`src/rtl/descrambler_pkg.sv`:
```
// Shared definitions for the 32-bit additive descrambler and its matching scrambler.
// Holds the LFSR width, feedback tap positions, the zero-seed substitute and
// the FSM state encoding.
package descrambler_pkg;

  localparam int unsigned LFSR_W    = 32;
  localparam int unsigned CNT_W     = 16;

  // Feedback taps: fb = lfsr[0] ^ lfsr[10] ^ lfsr[30] ^ lfsr[31]
  localparam int unsigned TAP_0     = 0;
  localparam int unsigned TAP_1     = 10;
  localparam int unsigned TAP_2     = 30;
  localparam int unsigned TAP_3     = 31;

  // An all-zero LFSR never leaves zero, so a zero seed is replaced by this value
  localparam logic [LFSR_W-1:0] ZERO_SEED_SUB = 32'h0000_0001;

  typedef enum logic [0:0] {
    ST_IDLE = 1'b0,
    ST_RUN  = 1'b1
  } state_t;

endpackage

```
`src/rtl/descrambler_32_if.sv`:
```
// Stream + seed interface of descrambler_32.
// master: upstream/downstream side (drives seed, in_*, out_ready).
// slave : the descrambler (drives in_ready, out_*, word_count, seeded).
interface descrambler_32_if;
  import descrambler_pkg::*;

  logic              seed_load;
  logic [LFSR_W-1:0] seed;
  logic              in_valid;
  logic [LFSR_W-1:0] in_data;
  logic              in_ready;
  logic              out_valid;
  logic [LFSR_W-1:0] out_data;
  logic              out_ready;
  logic [CNT_W-1:0]  word_count;
  logic              seeded;

  modport master (
    output seed_load, seed, in_valid, in_data, out_ready,
    input  in_ready, out_valid, out_data, word_count, seeded
  );

  modport slave (
    input  seed_load, seed, in_valid, in_data, out_ready,
    output in_ready, out_valid, out_data, word_count, seeded
  );

endinterface

```
`src/rtl/lfsr_step_32.sv`:
```
// Combinational single-step next-state function of the 32-bit keystream LFSR.
// Shared with the matching scrambler so both ends advance identically.
// Ports: i_lfsr (current state), o_lfsr_next_c (state after one shift).
module lfsr_step_32
  import descrambler_pkg::*;
(
  input  logic [LFSR_W-1:0] i_lfsr,
  output logic [LFSR_W-1:0] o_lfsr_next_c
);

  logic w_fb;

  assign w_fb          = i_lfsr[TAP_0] ^ i_lfsr[TAP_1] ^ i_lfsr[TAP_2] ^ i_lfsr[TAP_3];
  assign o_lfsr_next_c = {w_fb, i_lfsr[LFSR_W-1:1]};

endmodule

```
`src/rtl/descrambler_32.sv`:
```
// 32-bit additive descrambler: out_data = in_data ^ keystream, one-cycle latency,
// one-deep output register with valid/ready flow control.
// Ports: clk, rst (async active-high), bus (descrambler_32_if.slave):
//   seed_load/seed load the keystream, in_* upstream stream, out_* downstream
//   stream, word_count = words accepted since last seed load, seeded = in RUN.
module descrambler_32
  import descrambler_pkg::*;
(
  input  logic                   clk,
  input  logic                   rst,
  descrambler_32_if.slave        bus
);

  state_t            r_state;
  state_t            w_next_state;
  logic [LFSR_W-1:0] r_lfsr;
  logic [LFSR_W-1:0] w_lfsr_next;
  logic [LFSR_W-1:0] w_seed_value;
  logic [LFSR_W-1:0] r_out_data;
  logic              r_out_valid;
  logic [CNT_W-1:0]  r_word_count;
  logic              w_in_ready;
  logic              w_seeded;
  logic              w_accept;

  lfsr_step_32 u_lfsr_step (
    .i_lfsr        (r_lfsr),
    .o_lfsr_next_c (w_lfsr_next)
  );

  assign w_seed_value = (bus.seed == '0) ? ZERO_SEED_SUB : bus.seed;
  assign w_accept     = bus.in_valid && w_in_ready;

  // FSM state register
  always_ff @(posedge clk or posedge rst) begin
    if (rst) r_state <= ST_IDLE;
    else     r_state <= w_next_state;
  end

  // FSM next state: any seed load lands in RUN, nothing else leaves a state
  always_comb begin
    w_next_state = r_state;
    if (bus.seed_load) w_next_state = ST_RUN;
  end

  // FSM outputs; a seed-load cycle never accepts so the old key is not misused
  always_comb begin
    w_in_ready = 1'b0;
    w_seeded   = 1'b0;
    case (r_state)
      ST_RUN: begin
        w_seeded   = 1'b1;
        w_in_ready = !bus.seed_load && (!r_out_valid || bus.out_ready);
      end
      default: begin
        w_seeded   = 1'b0;
        w_in_ready = 1'b0;
      end
    endcase
  end

  // Keystream and word counter
  always_ff @(posedge clk or posedge rst) begin
    if (rst) begin
      r_lfsr       <= ZERO_SEED_SUB;
      r_word_count <= '0;
    end else if (bus.seed_load) begin
      r_lfsr       <= w_seed_value;
      r_word_count <= '0;
    end else if (w_accept) begin
      r_lfsr <= w_lfsr_next;
      if (r_word_count != {CNT_W{1'b1}}) r_word_count <= r_word_count + CNT_W'(1);
    end
  end

  // Output register; a pending word survives reseeding and stalls
  always_ff @(posedge clk or posedge rst) begin
    if (rst) begin
      r_out_valid <= 1'b0;
      r_out_data  <= '0;
    end else if (w_accept) begin
      r_out_valid <= 1'b1;
      r_out_data  <= bus.in_data ^ r_lfsr;
    end else if (r_out_valid && bus.out_ready) begin
      r_out_valid <= 1'b0;
    end
  end

  assign bus.in_ready   = w_in_ready;
  assign bus.seeded     = w_seeded;
  assign bus.out_valid  = r_out_valid;
  assign bus.out_data   = r_out_data;
  assign bus.word_count = r_word_count;

endmodule

```
`src/flat_wrapper.sv`:
```
// flat-port wrapper written by rule: the top's interface ports become plain ports
module descrambler_32_flat import descrambler_pkg::*;
  (clk, rst, bus_seed_load, bus_seed, bus_in_valid, bus_in_data, bus_out_ready, bus_in_ready, bus_out_valid, bus_out_data, bus_word_count, bus_seeded);
  descrambler_32_if bus_i ();
  input  logic clk;
  input  logic rst;
  input wire logic [$bits(bus_i.seed_load)-1:0] bus_seed_load;
  input wire logic [$bits(bus_i.seed)-1:0] bus_seed;
  input wire logic [$bits(bus_i.in_valid)-1:0] bus_in_valid;
  input wire logic [$bits(bus_i.in_data)-1:0] bus_in_data;
  input wire logic [$bits(bus_i.out_ready)-1:0] bus_out_ready;
  output wire logic [$bits(bus_i.in_ready)-1:0] bus_in_ready;
  output wire logic [$bits(bus_i.out_valid)-1:0] bus_out_valid;
  output wire logic [$bits(bus_i.out_data)-1:0] bus_out_data;
  output wire logic [$bits(bus_i.word_count)-1:0] bus_word_count;
  output wire logic [$bits(bus_i.seeded)-1:0] bus_seeded;
  assign bus_i.seed_load = bus_seed_load;
  assign bus_i.seed = bus_seed;
  assign bus_i.in_valid = bus_in_valid;
  assign bus_i.in_data = bus_in_data;
  assign bus_i.out_ready = bus_out_ready;
  assign bus_in_ready = bus_i.in_ready;
  assign bus_out_valid = bus_i.out_valid;
  assign bus_out_data = bus_i.out_data;
  assign bus_word_count = bus_i.word_count;
  assign bus_seeded = bus_i.seeded;
  descrambler_32 u_core (.clk(clk), .rst(rst), .bus(bus_i));
endmodule
```
`config.mk`:
```
export PLATFORM = sky130hd
export DESIGN_NAME = descrambler_32_flat
export DESIGN_NICKNAME = d
export VERILOG_FILES = /design/src/rtl/descrambler_pkg.sv /design/src/rtl/descrambler_32_if.sv /design/src/rtl/lfsr_step_32.sv /design/src/rtl/descrambler_32.sv /design/src/flat_wrapper.sv
export SDC_FILE = /design/constraint.sdc
export NUM_CORES = 1
export LEC_CHECK = 0
export BUFFER_PORTS_ARGS = -buffer_cell sky130_fd_sc_hd__buf_2
export CAP_MARGIN = 20
export CORE_AREA = 4 4 101 93
export DETAILED_ROUTE_END_ITERATION = 16
export DIE_AREA = 0 0 105 97
export PLACE_DENSITY_LB_ADDON = 0.15
export SYNTH_ARGS = -nofsm -noshare
export SYNTH_HDL_FRONTEND = slang
export SYNTH_HIERARCHICAL = 1
export SYNTH_SLANG_ARGS = --single-unit
```
`constraint.sdc`:
```
create_clock -name clk -period 2.45 [get_ports clk]
set_input_delay 0.1225 -clock clk [delete_from_list [all_inputs] [get_ports clk]]
set_output_delay 0.1225 -clock clk [all_outputs]
set_load 0.005 [all_outputs]
```
# After elaboration in Yosys (flattened, before gate mapping)
# Index checks and enable logic that the tools add are counted.
# classes
n_addsub,1
eq_ne,1
n_mux,10
bitwise_logic,4
reduce_logical,11
# ops
cell,count
32-bit 2-to-1 mux,3
16-bit 2-to-1 mux,3
32-bit logical NOT,1
32-bit XOR,1
16-bit by 1-bit adder with 16-bit output (second input constant),1
16-bit inequality test (second input constant),1
2-bit nonzero test,3
1-bit 2-to-1 mux,4
1-bit logical AND,3
1-bit XOR,3
1-bit logical NOT,2
2-bit AND reduction,1
1-bit logical OR,1
# word_totals
reg_bits,82
input_bits,69
output_inout_bits,51
word_cells,32

# Logic depth before layout (Yosys ltp)
# logic_depth
word_depth,7
mapped_depth,7
ltp_nobuf,5

# Cells and area by module
# Netlist, hierarchy kept.
# by_module_without_submodules
mod,instances,cells_each,area_per_inst_um2,seq_area_each_um2
descrambler_32,1,408,4041.4,2053.2
lfsr_step_32,1,35,266.5,0.0

# Least setup slack after synthesis
# OpenSTA, ideal clock, no wires.
# synth_timing
path_kind,flip-flop to flip-flop
from,"register u_core.r_word_count[0], in the netlist u_core/bus.word_count[0]"
to,"register u_core.r_word_count[1], in the netlist u_core/bus.word_count[1]"
setup_time_ns,0.120
arrival_ns,1.501
required_time_ns,2.330
setup_slack_ns,0.828
stages_incl_launch_ff,7
n_path_buf,1
synth_period_minus_slack_ns,1.622
path_cell_list,dfrtp_1 -> ha_1 -> nand4_1 -> nor2_1 -> clkbuf_1 -> nand2_2 -> a31o_2
# synth_via
elab_chain_len,4
word_cells_on_any_way,7
classes_between,add/sub: 1; eq/ne: 1; mux: 3; reduce/logical: 2
# synth_rtl
element,line_no,text
start: declaration,descrambler_32.sv:21,logic [CNT_W-1:0] r_word_count;
start signal: assignment,descrambler_32.sv:72,if (r_word_count != {CNT_W{1'b1}}) r_word_count <= r_word_count + CNT_W'(1);
16-bit by 1-bit adder with 16-bit output,descrambler_32.sv:72,
16-bit 2-to-1 mux,descrambler_32.sv:72,
16-bit 2-to-1 mux,descrambler_32.sv:70,end else if (w_accept) begin
16-bit 2-to-1 mux,descrambler_32.sv:67,end else if (bus.seed_load) begin
# Several ways; a longest one is shown, not always the timed one. The select of a mux whose other input is x is not followed.
# A chain may end at the register's enable or synchronous reset.

# Worst setup path in the final report
# layout_timing
from,"register u_core.r_word_count[0], in the netlist u_core/bus.word_count[0]"
to,"register u_core.r_word_count[4], in the netlist u_core/bus.word_count[4]"
# Same word-level chain as after synthesis.

==> results by group <==
Min path
  • Min-Delay Startpoint: bus_seed[28]
  • Worst Hold End: u_core/r_lfsr[28]
  • Min-Delay Path Depth: 3
  • HP Class: in2reg

Power and ir drop
  • Leakage: 2.51 nW
  • Worst VDD drop: 0.000285 V
  • Pwr dens: 652 mW/mm2

Die
  • Initial core utilization: 51.2%
  • Num rows: 32
  • Die W: 105 um
  • Die Ht: 97 um
  • Die Area: 0.0102 mm2
  • IO Pins: 120
  • Core area: 0.00841 mm2

Clocking
  • Reg clk slew, reported paths: 0.08 ns
  • Root Buffer: clkbuf_8
  • Post-CTS Setup Inserts: 0
  • Clock network latency to the later pin of the worst-skew pair: 0.35 ns
  • Total clock sinks: 82
  • Clock Path Buffers: 2
  • H-tree lvl count: 3
  • Total CTS buffers: 9
  • CTS tree: built

Synth
  • Register area share after synthesis: 47.7%
  • Net count after synthesis: 513
  • Top_reg_cell synth: dfrtp_1
  • Mapped Area: 0.00431 mm2
  • Synth Register Bits: 82
  • Cell count after synthesis: 443
  • Async SR Flop Fraction: 100%
  • Post-synth EDFFs: 0
  • Synth warn: 6
  • Synthesized area per cell: 9.72 um2
  • Unique masters post-synth: 45

Placed design
  • Number of cells after detailed placement: 614
  • Cell Area, Placed: 0.00473 mm2
  • Final GP Congestion: 0.883
  • Detail Placement HPWL: 7050 um
  • Port buffer count: 119

STA
  • Fmax: 0.572 GHz
  • Minimum clock period: 1.75 ns
  • Final number of setup-violating endpoints: 0
  • Worst Clk Skew: 0.00897 ns
  • Setup TNS: 0 ns
  • Fin. Hold Viols: 0
  • Worst-Margin Slew: 0.668 ns
  • Fin crit share: 71.4%
  • Relative slew slack: 55.4%
  • Max Slew Vio Count: 0
  • RSZ-0062 raised after global routing: no

Worst setup path
  • Critical path peak fanout: 7
  • FF-to-FF path depth: 5
  • R2r setup slk: 0.70 ns
  • Reg-to-Reg End: u_core/bus.word_count[4]
  • CP endpoint kind: flip-flop
  • Crit Path Class: reg2reg
  • CP Launch Type: flip-flop
  • CP required: 2.74 ns
  • Worst flop-to-flop path startpoint: u_core/bus.word_count[0]
  • Arr. time, crit path: 2.04 ns

GRT
  • Vias in the first global route: 3423
  • GRT Total Usage: 20.2%
  • Initial antenna violation count: 0
  • Grt ovf: 0
  • First-pass GRT wire length: 16800 um
  • Largest net degree at the start of global routing: 52

Detailed routing
  • WL/cell: 15.5 um
  • Drt total wl: 9990 um
  • Post-route ant nets: 0
  • DRC viols: 0
  • DRT Pass-1 Iters: 5
  • 1st-iter DRT viols: 158
  • Routed vias/inst: 5.30
  • Vias: 3423

Cells and area
  • Area Overhead vs Synth: 18.6%
  • Non-filler cells, final: 646
  • Cell area after layout: 0.00511 mm2
  • Antenna diodes: 0
  • Final cell utilization of the core: 60.8%
  • Final #Nets: 610
  • Fraction of layout cells with a size suffix above 1: 27.2%

Outcome
  • Status: finished, final reports clean

Flow run
  • MaxCap Viol Count: 0
worst max-delay path, cell delays in order (launching register included):
cell and delay [ns]:
dfrtp_1 0.45, ha_1 0.24, nand3_1 0.22, nor4b_1 0.34
mux2_2 0.37, nand2_1 0.06
synth_stat cells, types with 4 or more instances:
cell type / count / share of area, %
nor2b_1: 6 / 0.87
nand2_1: 70 / 6.1
buf_4: 35 / 6.1
o311ai_0: 4 / 0.81
nand4_1: 7 / 1.0
dfrtp_1: 81 / 47
buf_2: 7 / 0.81
nand3_1: 21 / 2.4
clkbuf_1: 12 / 1.0
mux2i_1: 32 / 7.4
inv_1: 5 / 0.44
xnor2_1: 35 / 7.1
nor2_1: 6 / 0.52
nor4_1: 9 / 1.3
o21ai_0: 68 / 7.9
metrics by stage:
| stage | total power [W] | worst slack, ns | hold slack (ns) |
|---|---|---|---|
| floorplan | 0.00210 | 0.221 | 0.243 |
| global placement | 0.00227 | 0.778 | 0.229 |
| detailed placement | 0.00230 | 0.726 | 0.239 |
| CTS | 0.00339 | 0.700 | 0.000331 |
| global route | 0.00355 | 0.538 | 0.00283 |
| finish | 0.00333 | 0.701 | 0.0102 |
cell usage in the layout (no fill, tap or decap), drive strengths merged, types with 6 or more instances in the layout:
cell type and instances:
dlygate4sd3 17, nor4 9, mux2i 32, nand4 7
clkbuf 10, nand2 71, buf 125, dfrtp 81
nor2 6, o21ai 68, nor2b 7, nand3 22
xnor2 35
layout make-up:
class | count | area, um2
multi-input cells | 300 | 1880
fillers | 720 | 3300
well taps | 102 | 128
inverters | 5 | 20.0
clock buffers | 10 | 128
clock inverters | 5 | 80.1
flip-flops and latches | 82 | 2050
repair buffers | 142 | 823
logic make-up (layout without fill, tap and decap cells):
kind of cell | Yosys count | in the layout | share of synthesized area (%)
buf+inv | 61 | 162 | 8.92
simple gates | 143 | 143 | 16.6
mux | 33 | 33 | 7.70
xor+xnor | 36 | 36 | 7.32
flops | 82 | 82 | 47.7
fa+ha+maj | 1 | 1 | 0.290
compound gates | 87 | 87 | 11.5
flip-flops by register name (all words and copies together) (netlist names):
register,flops
u_core/r_lfsr,32
u_core/r_state,1
u_core/bus.word_count,16
u_core/bus.out_data,32
u_core/bus.out_valid,1
power by group:
part | internal (W) | switching, W | total, W | leakage [nW]
registers | 0.00153 | 0.000128 | 0.00166 | 1.03
clock network | 0.000567 | 0.000489 | 0.00106 | 0.0984
logic | 0.000316 | 0.000298 | 0.000614 | 1.38
worst max-delay path by stage:
stage	start	end	slack, ns	cells after the start
finish	u_core/bus.word_count[0]	u_core/bus.word_count[4]	0.70	5
global route	u_core/bus.out_valid	u_core/r_lfsr[4]	0.54	4
CTS	u_core/bus.out_valid	u_core/r_lfsr[31]	0.70	4
detailed placement	u_core/bus.out_valid	u_core/r_lfsr[3]	0.73	4
global placement	u_core/bus.out_valid	u_core/r_lfsr[3]	0.78	4
floorplan	rst	u_core/bus.out_data[0]	0.22	1
layer usage:
metal	track usage (%)	share of wire [%]	up-vias
li1	-	-	1707
met1	27.1	44	1586
met2	32.3	48	124
met3	5.14	6.4	6
met4	5.95	0.97	0
met5	0	0	-
what timing repair did:
item,4_1_cts,5_1_grt
hold buffers,17,0
gates resized for setup,0,0
endpoints found under the hold margin,52,0
Note: power is estimated with default switching activity, not from simulation.
